### src/rtl/lab3_input_conditioner.sv
// ---------------------------------------------------------------------------
// lab3_input_conditioner
//
// Conditions the raw board slide switches and push button before they reach
// lab2_mux2. Each input passes through a two-flop synchroniser and then a
// counter-based debouncer. A new level is accepted only after it has been
// seen, post-synchroniser, for DEBOUNCE_CYCLES consecutive clocks. Every
// output comes from a flop, so no raw input reaches an output
// combinationally.
//
// Optional feature (macro CTRL_TOGGLE_EN):
//   defined   : ctrl_out is a toggle flop that flips on every btn_pulse.
//   undefined : ctrl_out follows the debounced button level.
//
// Parameters:
//   WIDTH            number of select switches (drives mux s)
//   DEBOUNCE_CYCLES  consecutive stable cycles needed to accept a level (>= 1)
//
// Ports:
//   clk        in   system clock (100 MHz)
//   reset_n    in   asynchronous active-low reset, synchronous release
//   sw_in      in   raw slide switches [WIDTH-1:0]
//   btn_in     in   raw push button
//   s_out      out  debounced switch levels [WIDTH-1:0], to mux s
//   ctrl_out   out  control level, to mux ctrl
//   btn_pulse  out  one-cycle pulse on each accepted button press
// ---------------------------------------------------------------------------
module lab3_input_conditioner #(
   parameter int WIDTH           = 2,
   parameter int DEBOUNCE_CYCLES = 1000000
) (
   input  logic             clk,
   input  logic             reset_n,
   input  logic [WIDTH-1:0] sw_in,
   input  logic             btn_in,
   output logic [WIDTH-1:0] s_out,
   output logic             ctrl_out,
   output logic             btn_pulse
);

   // Channels 0..WIDTH-1 are the switches. Channel WIDTH is the button.
   localparam int NCH = WIDTH + 1;
   localparam int CW  = $clog2(DEBOUNCE_CYCLES + 1);
   localparam logic [CW-1:0] CNT_LAST = CW'(DEBOUNCE_CYCLES - 1);

   logic [NCH-1:0]         raw;
   logic [NCH-1:0]         sync_a;
   logic [NCH-1:0]         sync_b;
   logic [NCH-1:0]         stable;
   logic [NCH-1:0][CW-1:0] cnt;
   logic                   btn_prev;

   assign raw = {btn_in, sw_in};

   always_ff @(posedge clk or negedge reset_n) begin
      if (!reset_n) begin
         sync_a <= '0;
         sync_b <= '0;
      end else begin
         sync_a <= raw;
         sync_b <= sync_a;
      end
   end

   // The counter holds the number of consecutive cycles on which the synced
   // level has differed from the accepted level. Any return to the accepted
   // level clears it. The counter stops at CNT_LAST, so it can never wrap.
   always_ff @(posedge clk or negedge reset_n) begin
      if (!reset_n) begin
         stable <= '0;
         cnt    <= '0;
      end else begin
         for (int i = 0; i < NCH; i++) begin
            if (sync_b[i] == stable[i]) begin
               cnt[i] <= '0;
            end else if (cnt[i] == CNT_LAST) begin
               stable[i] <= sync_b[i];
               cnt[i]    <= '0;
            end else begin
               cnt[i] <= cnt[i] + CW'(1);
            end
         end
      end
   end

   // The pulse fires on the cycle after the debounced button rises.
   // A release produces no pulse.
   always_ff @(posedge clk or negedge reset_n) begin
      if (!reset_n) begin
         btn_prev  <= 1'b0;
         btn_pulse <= 1'b0;
      end else begin
         btn_prev  <= stable[WIDTH];
         btn_pulse <= stable[WIDTH] & ~btn_prev;
      end
   end

   assign s_out = stable[WIDTH-1:0];

`ifdef CTRL_TOGGLE_EN
   logic ctrl_q;

   always_ff @(posedge clk or negedge reset_n) begin
      if (!reset_n) begin
         ctrl_q <= 1'b0;
      end else if (btn_pulse) begin
         ctrl_q <= ~ctrl_q;
      end
   end

   assign ctrl_out = ctrl_q;
`else
   assign ctrl_out = stable[WIDTH];
`endif

endmodule

### config.mk
export PLATFORM = sky130hd
export DESIGN_NAME = lab3_input_conditioner
export DESIGN_NICKNAME = d
export VERILOG_FILES = /design/src/rtl/lab3_input_conditioner.sv
export SDC_FILE = /design/constraint.sdc
export NUM_CORES = 1
export LEC_CHECK = 0
export ABC_AREA = 1
export CORE_UTILIZATION = 35
export DETAILED_ROUTE_END_ITERATION = 8
export GPL_TIMING_DRIVEN = 0
export SLEW_MARGIN = 40
export SYNTH_ARGS = -nofsm -noshare
export SYNTH_HDL_FRONTEND = slang
export SYNTH_SLANG_ARGS = --single-unit
### constraint.sdc
create_clock -name clk -period 1.95 [get_ports clk]
set_clock_uncertainty 0.2 [all_clocks]
set_input_delay 0.195 -clock clk [delete_from_list [all_inputs] [get_ports clk]]
set_output_delay 0.195 -clock clk [all_outputs]
set_load 0.005 [all_outputs]
==> out/qor.csv, run 1 <==
metric;value;unit
run status;finished, final reports clean;
Setup CP Type;register to register;
DRT iter0 DRCs;154;
Congestion Overflow GR;0;
H-tree depth;3;
worst rel slew slack;0.653;
row count;38;
Period minus WS final;1.70;ns
Placed Area;4200;sq um
Netlist Area Pre-Place;3920;sq um
n_diodes;0;
Commonest cells post-synth;nor2_1, nand2_1, dfrtp_1, inv_1, nand3_1;
Synth Register Bits;71;
residual DRC count;0;
synth top area cells;dfrtp_1, nor2_1, nand2_1;
cell mode on critical path;nand3_2;
peak supply drop;0.000422;V
router iterations before antenna repair;5;
clock buffer depth;2;
Final Hold Fails;0;
Netlist cell types;27;
Leak;1.87;nW
syn avg cell area;7.94;sq um
async set-reset flop share out of synthesis;1.00;
CTS buffer count;9;
startpoint types;register;
IO Pins;9;
combinational share of power;0.039;
NumNets Final;523;
Power Density;636;nW/um^2
Flop pwr share;0.538;
clock latency on the worst-skew pair;0.35;ns
die height;108;um
Post-CTS Hold Fix Bufs;1;
first-pass GRT wire length;14200;um
ys flop type;dfrtp_1;
vias;3070;
worst reg2reg startpoint;cnt[0];
worst-path cell chain;ha_1, nand3_2, nor2_2, nand3_2, nand2_2, nor2_1;
max-slew violations;0;
post-route ant nets;0;
R2R depth;6;
initial antenna violation count;0;
Clock Root Buffer;clkbuf_8;
Filler Cell Count;1111;
starting density of the core;0.360;
reg-to-reg critical path endpoint;cnt[9];
placed cells;643;
Final Cycle Share;0.870;
Crit path buffers/inverters;0;
area leader, netlist;dfrtp_1;
most frequent cell after synthesis;nor2_1;
Die W;108;um
share of cells above drive strength 1;0.140;
die area;11600;sq um
vias in the first global route;3199;
largest net degree at the start of global routing;44;
register area share after synthesis;0.453;
internal power;2.15;mW
Yosys top cell area share;0.453;
Finished Layout Cells;660;
CTS resizes;0;
syn_nets;502;
flop-to-flop setup slack;0.25;ns
Pwr Total;2.80;mW
setup violators final;0;
Peak Freq;589;MHz
number of synthesized flops with an enable pin;0;
core area;10900;sq um
clock-pin slew on the worst setup and hold paths;0.08;ns
Crit path max-delay family;simple AND/OR/NAND/NOR gates;
Total Wirelength;7790;um
CP peak stage delay;0.38;ns
CTS Sinks;71;
wire per inst;11.8;um
final instance area;4410;sq um
hpwl dp;5880;um
vias per std cell;4.65;
HP Class;input port to asynchronous set/reset pin;
RD Place Congestion;0.848;
RSZ-0062 raised after global routing;no;
Mapped Cells;494;
All-Layer GR Usage;0.155;
synth-to-layout area growth;12.3;%
PortBufs;8;
Worst Tran Pin Value;0.521;ns
CP Capture Type;register;
sw frac;0.234;
CP required;1.98;ns
Crit-path slowest cell;dfrtp_1;
Switch Pwr;0.654;mW
YS warnings;0;
Critical Path AT;1.72;ns
Clock Power Share;0.423;
CP Max Fanout;7;
post-CTS setup buffers;0;
max-cap viol count;0;
CTS tree;done;
## metal layers
layer,track usage,up-vias,wire (um)
met5,0,-,0
met2,0.254,40,3630
met3,0.0303,12,248
li1,-,1591,-
met1,0.198,1427,3780
met4,0.0675,0,138
## how the worst max path moves through the flow
stage | from | end | slack, ns | cells after the start
after floorplan | cnt[40] | cnt[45] | 0.50 | 6
after global placement | reset_n | cnt[36] | -1.96 | 1
final | cnt[0] | cnt[9] | 0.25 | 6
after detailed placement | cnt[0] | cnt[9] | 0.23 | 6
after global routing | cnt[20] | cnt[23] | 0.09 | 6
after CTS | cnt[0] | cnt[9] | 0.22 | 6
## worst register-to-register path: stages, from the launching register on
cell and delay [ns]:
dfrtp_1 0.38, ha_1 0.22, nand3_2 0.13, nor2_2 0.20, nand3_2 0.20, nand2_2 0.20, nor2_1 0.07
## power by group through the flow
stage               Sequential (mW)  Clock [mW]  Combinational (mW)
floorplan                      1.53           0              0.0532
global placement               1.54           0               0.104
detailed placement             1.54           0               0.112
CTS                            1.51        1.23               0.114
global route                   1.51        1.29               0.127
finish                         1.51        1.18               0.108
## area by class of cell
cell class,count,area (sq um),area share
Tap cell,140,175,0.0398
Buffer,2,7.51,0.00170
Clock buffer,10,138,0.0312
Multi-Input combinational cell,370,1950,0.442
Sequential cell,71,1780,0.403
Timing Repair Buffer,10,111,0.0253
Inverter,51,191,0.0434
Clock inverter,6,60.1,0.0136
## metrics by stage
stage,worst slack (ns),hold slack (ns),TNS [ns],utilization
after floorplan,0.495,-0.301,0,-
after global placement,-1.96,0.134,-138.82,0.384
after detailed placement,0.229,-0.120,0,0.386
after CTS,0.221,0.0666,0,0.405
after global routing,0.0868,0.0610,0,0.405
final,0.253,0.0788,0,0.405
## logic make-up (layout without fill, tap and decap cells)
family                   Yosys count  after routing  synth area share
flip-flops                        71             71             0.453
adder cells (fa/ha/maj)            3              3           0.00957
AO/OA/AOI/OAI                     22             22            0.0306
XOR/XNOR                          30             30            0.0689
AND/OR/NAND/NOR                  315            315             0.387
buffers and inverters             53             79            0.0507
## layout by cell type (no fill, tap or decap)
| cell | count |
|---|---|
| o21ai_0 | 4 |
| bufinv_16 | 1 |
| and2_1 | 1 |
| nand3_1 | 34 |
| clkbuf_1 | 2 |
| nor2_4 | 13 |
| inv_2 | 3 |
| clkdlybuf4s50_1 | 7 |
| nor3_1 | 8 |
| clkbuf_8 | 10 |
| nand2_4 | 2 |
| buf_12 | 1 |
| xnor2_1 | 12 |
| clkinv_2 | 3 |
| dlygate4sd3_1 | 1 |
| nand3_2 | 7 |
| a21oi_1 | 8 |
| nor2_2 | 10 |
| o21ai_1 | 6 |
| nor3_2 | 1 |
| nand4_1 | 11 |
| nor3b_1 | 2 |
| nor2_1 | 120 |
| clkinvlp_4 | 2 |
| nor3b_2 | 1 |
| ha_1 | 3 |
| xor2_2 | 1 |
| xor2_1 | 17 |
| nand2_1 | 86 |
| nand3b_1 | 2 |
| o21bai_1 | 4 |
| buf_6 | 1 |
| dfrtp_1 | 71 |
| inv_1 | 48 |
| nand2_2 | 17 |
## registers in the layout, indices dropped and copies added (netlist names)
register and cells:
btn_pulse 1, stable 3, sync_b 3, btn_prev 1
cnt 60, sync_a 3
Power figures use the tool's default switching activity.
==> run 2: changes to the inputs <==
Settings changed: CELL_PAD_IN_SITES_DETAIL_PLACEMENT set to 2, CELL_PAD_IN_SITES_GLOBAL_PLACEMENT set to 2, CORE_ASPECT_RATIO set to 0.5, PLACE_DENSITY_LB_ADDON set to 0.1.
==> out/qor.csv, run 2 (synthesis gave the netlist of run 1 again) <==
metric;value;unit;change
run status;finished, final reports clean;;unchanged
Critical Path AT;1.80;ns;was 1.72 ns
first-pass GRT wire length;17800;um;was 14200 um
CTS Sinks;71;;unchanged
wire per inst;16.2;um;was 11.8 um
Worst Tran Pin Value;0.585;ns;was 0.521 ns
setup violators final;0;;unchanged
PnR worst setup slack;0.167;ns;was 0.253 ns
Top reg by flops;cnt;;unchanged
Die W;152;um;was 108 um
flop-to-flop setup slack;0.17;ns;was 0.25 ns
initial antenna violation count;0;;unchanged
Peak Freq;561;MHz;was 589 MHz
CP Capture Type;register;;unchanged
startpoint types;register;;unchanged
die area;11700;sq um;was 11600 sq um
reg-to-reg critical path endpoint;cnt[58];;was cnt[9]
Pwr Total;3.16;mW;was 2.80 mW
CP required;1.97;ns;was 1.98 ns
vias;3233;;was 3070
post-CTS setup buffers;0;;unchanged
All-Layer GR Usage;0.204;;was 0.155
worst rel slew slack;0.610;;was 0.653
router iterations before antenna repair;4;;was 5
Power Density;705;nW/um^2;was 636 nW/um^2
synth-to-layout area growth;14.4;%;was 12.3%
setup tns final;0;ns;unchanged
Largest register FFs;60;;unchanged
residual DRC count;0;;unchanged
hpwl dp;8010;um;was 5880 um
Filler Cell Count;1236;;was 1111
pre-CTS WS;0.160;ns;was 0.229 ns
vias per std cell;4.92;;was 4.65
R2R depth;6;;unchanged
Leak;1.91;nW;was 1.87 nW
peak supply drop;0.000343;V;was 0.000422 V
core area;10500;sq um;was 10900 sq um
vias in the first global route;3639;;was 3199
clock buffer depth;2;;unchanged
HP Class;input port to asynchronous set/reset pin;;unchanged
max-cap viol count;0;;unchanged
starting density of the core;0.372;;was 0.360
CTS buffer count;9;;unchanged
commonest non-fill, non-tap cell in the layout;nor2_1;;unchanged
Final Cycle Share;0.914;;was 0.870
worst reg2reg startpoint;cnt[40];;was cnt[0]
Setup CP Type;register to register;;unchanged
CTS tree;done;;unchanged
clock latency on the worst-skew pair;0.34;ns;was 0.35 ns
DRT iter0 DRCs;74;;was 154
Critical path destination;cnt[58];;was cnt[9]
Congestion Overflow GR;0;;unchanged
clock-pin slew on the worst setup and hold paths;0.06;ns;was 0.08 ns
die height;76.9;um;was 108 um
CP Max Fanout;6;;was 7
Total Wirelength;10600;um;was 7790 um
WHS;0.0548;ns;was 0.0788 ns
Critical path origin;cnt[40];;was cnt[0]
commonest non-fill, non-tap cells in the layout;nor2_1, nand2_1, dfrtp_1;;unchanged
PortBufs;8;;unchanged
n_diodes;0;;unchanged
share of cells above drive strength 1;0.135;;was 0.140
NumNets Final;523;;unchanged
row count;26;;was 38
IO Pins;9;;unchanged
max-slew violations;0;;unchanged
register area;1780;sq um;unchanged
RSZ-0062 raised after global routing;no;;unchanged
H-tree depth;3;;unchanged
Period minus WS final;1.78;ns;was 1.70 ns
Clock Root Buffer;clkbuf_16;;was clkbuf_8
largest net degree at the start of global routing;57;;was 44
post-route ant nets;0;;unchanged
Final Hold Fails;0;;unchanged
multi-input logic area;1950;sq um;unchanged
RD Place Congestion;0.771;;was 0.848
-- run 2: cell count changes in the layout (fill, tap and decap cells not counted), sizes merged --
| cell | before | now |
|---|---|---|
| clkinv | 3 | 1 |
| clkbuf | 12 | 14 |
| bufinv | 1 | 0 |
| clkinvlp | 2 | 0 |
-- run 2: how the worst min path moves through the flow --
stage / slack, ns / start / endpoint
final: 0.05 / reset_n / cnt[30]
after global routing: 0.08 / reset_n / cnt[32]
after CTS: 0.05 / reset_n / cnt[30]
after detailed placement: -0.16 / reset_n / cnt[31]
after global placement: 0.13 / sync_a[2] / sync_b[2]
after floorplan: -0.30 / reset_n / btn_prev
-- run 2: stage by stage --
step	std cells	instance area [sq um]	utilization
global placement	642	4180	0.396
floorplan	494	3920	-
global route	657	4490	0.426
CTS	657	4490	0.426
finish	657	4490	0.426
detailed placement	643	4210	0.399
-- run 2: layer usage --
| layer | part of all wire | wire length, um | track usage | vias up |
|---|---|---|---|---|
| li1 | - | - | - | 1595 |
| met1 | 0.45 | 4790 | 0.230 | 1609 |
| met2 | 0.52 | 5480 | 0.374 | 17 |
| met3 | 0.021 | 227 | 0.0530 | 12 |
| met4 | 0.012 | 129 | 0.0594 | 0 |
| met5 | 0 | 0 | 0 | - |
-- run 2: worst max-delay path: stages (launching register included) --
cell and delay [ns]:
dfrtp_1 0.38, ha_1 0.23, nand3_2 0.21, nor2_4 0.19
nand3_2 0.17, nand2_2 0.20, nor2_1 0.08
-- run 2: timing repair --
action,CTS,global route
gates resized for setup,0,0
hold buffers,1,0
endpoints found under the hold margin,71,0
-- run 2: power breakdown --
| group | leakage [nW] | internal, mW | switching, mW |
|---|---|---|---|
| combinational | 0.800 | 0.0370 | 0.0823 |
| sequential | 0.971 | 1.50 | 0.0167 |
| clock | 0.136 | 0.941 | 0.592 |
-- run 2: area by class of cell --
class	instances	share of cell area
well taps	140	0.0390
plain buffers	2	0.00167
inverters	51	0.0427
clock inverters	1	0.00112
clock buffers	12	0.0594
repair buffers	10	0.0265
flip-flops and latches	71	0.396
multi-input cells	370	0.434
==> run 3: changes to the inputs <==
Settings changed: PLACE_DENSITY set to 0.82, PLACE_DENSITY_LB_ADDON 0.1 to unset.
==> out/qor.csv, run 3 (synthesis gave the netlist of run 1 again) <==
metric;value;unit;change
run status;finished, final reports clean;;unchanged
reg-to-reg critical path endpoint;cnt[46];;was cnt[58]
Hold Crit Depth;1;;
met3 wire length;230;um;was 227 um
hpwl dp;8170;um;was 8010 um
first-pass GRT wire length;19400;um;was 17800 um
CP Capture Type;register;;unchanged
commonest non-fill, non-tap cell in the layout;nor2_1;;unchanged
PnR worst setup slack;0.116;ns;was 0.167 ns
Setup CP Type;register to register;;unchanged
Die W;152;um;unchanged
largest net degree at the start of global routing;37;;was 57
post-CTS setup buffers;0;;unchanged
uppermost routed layer;met4;;unchanged
worst rel slew slack;0.592;;was 0.610
clock-pin slew on the worst setup and hold paths;0.06;ns;about the same
final instance area;4530;sq um;was 4490 sq um
CTS Sinks;71;;unchanged
RD Place Congestion;0.764;;was 0.771
hold path start;sw_in[0];;
initial antenna violation count;0;;unchanged
Final Cycle Share;0.940;;was 0.914
core area;10500;sq um;unchanged
Peak Freq;545;MHz;was 561 MHz
Final Hold Fails;0;;unchanged
CP required;1.97;ns;about the same
Leak;1.92;nW;was 1.91 nW
worst reg2reg startpoint;cnt[40];;unchanged
CTS buffer count;9;;unchanged
clock buffer depth;2;;unchanged
PortBufs;8;;unchanged
peak supply drop;0.000388;V;was 0.000343 V
Placed Area;4200;sq um;was 4210 sq um
Critical Path AT;1.85;ns;was 1.80 ns
wire length on met2;5970;um;was 5480 um
R2R depth;6;;unchanged
n_diodes;0;;unchanged
Power Density;754;nW/um^2;was 705 nW/um^2
wire per inst;17.2;um;was 16.2 um
IO Pins;9;;unchanged
startpoint types;register;;unchanged
Top reg by flops;cnt;;unchanged
die height;76.9;um;unchanged
M1 WL;4950;um;was 4790 um
flop-to-flop setup slack;0.12;ns;was 0.17 ns
Worst Tran Pin Value;0.611;ns;was 0.585 ns
NumNets Final;523;;unchanged
Congestion Overflow GR;0;;unchanged
pre-CTS WS;0.170;ns;was 0.160 ns
die area;11700;sq um;unchanged
setup violators final;0;;unchanged
post-route ant nets;0;;unchanged
HP Class;input port to register;;was input port to asynchronous set/reset pin
clock latency on the worst-skew pair;0.34;ns;about the same
residual DRC count;0;;unchanged
All-Layer GR Usage;0.221;;was 0.204
Clock Root Buffer;clkbuf_16;;unchanged
CP Max Fanout;6;;unchanged
max-slew violations;0;;unchanged
vias in the first global route;3854;;was 3639
CTS tree;done;;unchanged
vias per std cell;5.03;;was 4.92
RSZ-0062 raised after global routing;no;;unchanged
synth-to-layout area growth;15.4;%;was 14.4%
max-cap viol count;0;;unchanged
hold endpoint;sync_a[0];;
DRT iter0 DRCs;99;;was 74
router iterations before antenna repair;4;;unchanged
setup tns final;0;ns;unchanged
commonest non-fill, non-tap cells in the layout;nor2_1, nand2_1, dfrtp_1;;unchanged
vias;3315;;was 3233
Largest register FFs;60;;unchanged
Total Wirelength;11300;um;was 10600 um
share of cells above drive strength 1;0.137;;was 0.135
H-tree depth;3;;unchanged
row count;26;;unchanged
starting density of the core;0.372;;unchanged
Period minus WS final;1.83;ns;was 1.78 ns
[run 3: cell types whose count changed in the layout (fill, tap and decap cells not counted), sizes merged]
cell,previous run,this run
clkinv,1,2
clkbuf,14,13
bufinv,0,2
[run 3: cell type report]
class                           instances  area, sq um
Buffer                                  2         7.51
Clock buffer                           11          243
Clock inverter                          4         70.1
Fill cell                            1211         6010
Inverter                               51          191
Multi-Input combinational cell        370         1950
Sequential cell                        71         1780
Tap cell                              140          175
Timing Repair Buffer                   10          111
[run 3: worst max-delay path: stages (launching register included)]
cell and delay [ns]:
dfrtp_1 0.40, ha_1 0.24, nand3_2 0.22, nor2_4 0.21, nand3_2 0.21, nand2_4 0.17, nor2_1 0.06
[run 3: how the worst max path moves through the flow]
stage | depth (start not counted) | from | slack [ns] | to
floorplan | 6 | cnt[40] | 0.50 | cnt[45]
global placement | 1 | reset_n | -2.17 | cnt[56]
detailed placement | 6 | cnt[0] | 0.17 | cnt[3]
CTS | 6 | cnt[40] | 0.06 | cnt[40]
global route | 6 | cnt[0] | 0.01 | cnt[3]
finish | 6 | cnt[40] | 0.12 | cnt[46]
[run 3: power by group]
part	switching [mW]	internal, mW
combinational	0.0844	0.0358
clock	0.639	1.14
sequential	0.0168	1.50
[run 3: metrics by stage]
step	total power [mW]	hold slack, ns	cells	utilization
floorplan	1.59	-0.301	494	-
global placement	1.65	0.134	642	0.396
detailed placement	1.66	-0.0739	643	0.398
CTS	3.46	0.0867	659	0.429
global route	3.53	0.0911	659	0.429
finish	3.41	0.100	659	0.429
[run 3: repair_timing]
item,in CTS,in global routing
hold endpoints to repair,71,0
hold buffers,1,0
endpoints found under the setup margin,0,5
gates resized for setup,0,1
[run 3: per-layer routing]
| layer | global-route usage | up-vias |
|---|---|---|
| met4 | 0.0752 | 0 |
| met1 | 0.246 | 1679 |
| met3 | 0.0476 | 16 |
| met2 | 0.410 | 25 |
| li1 | - | 1595 |
| met5 | 0 | - |
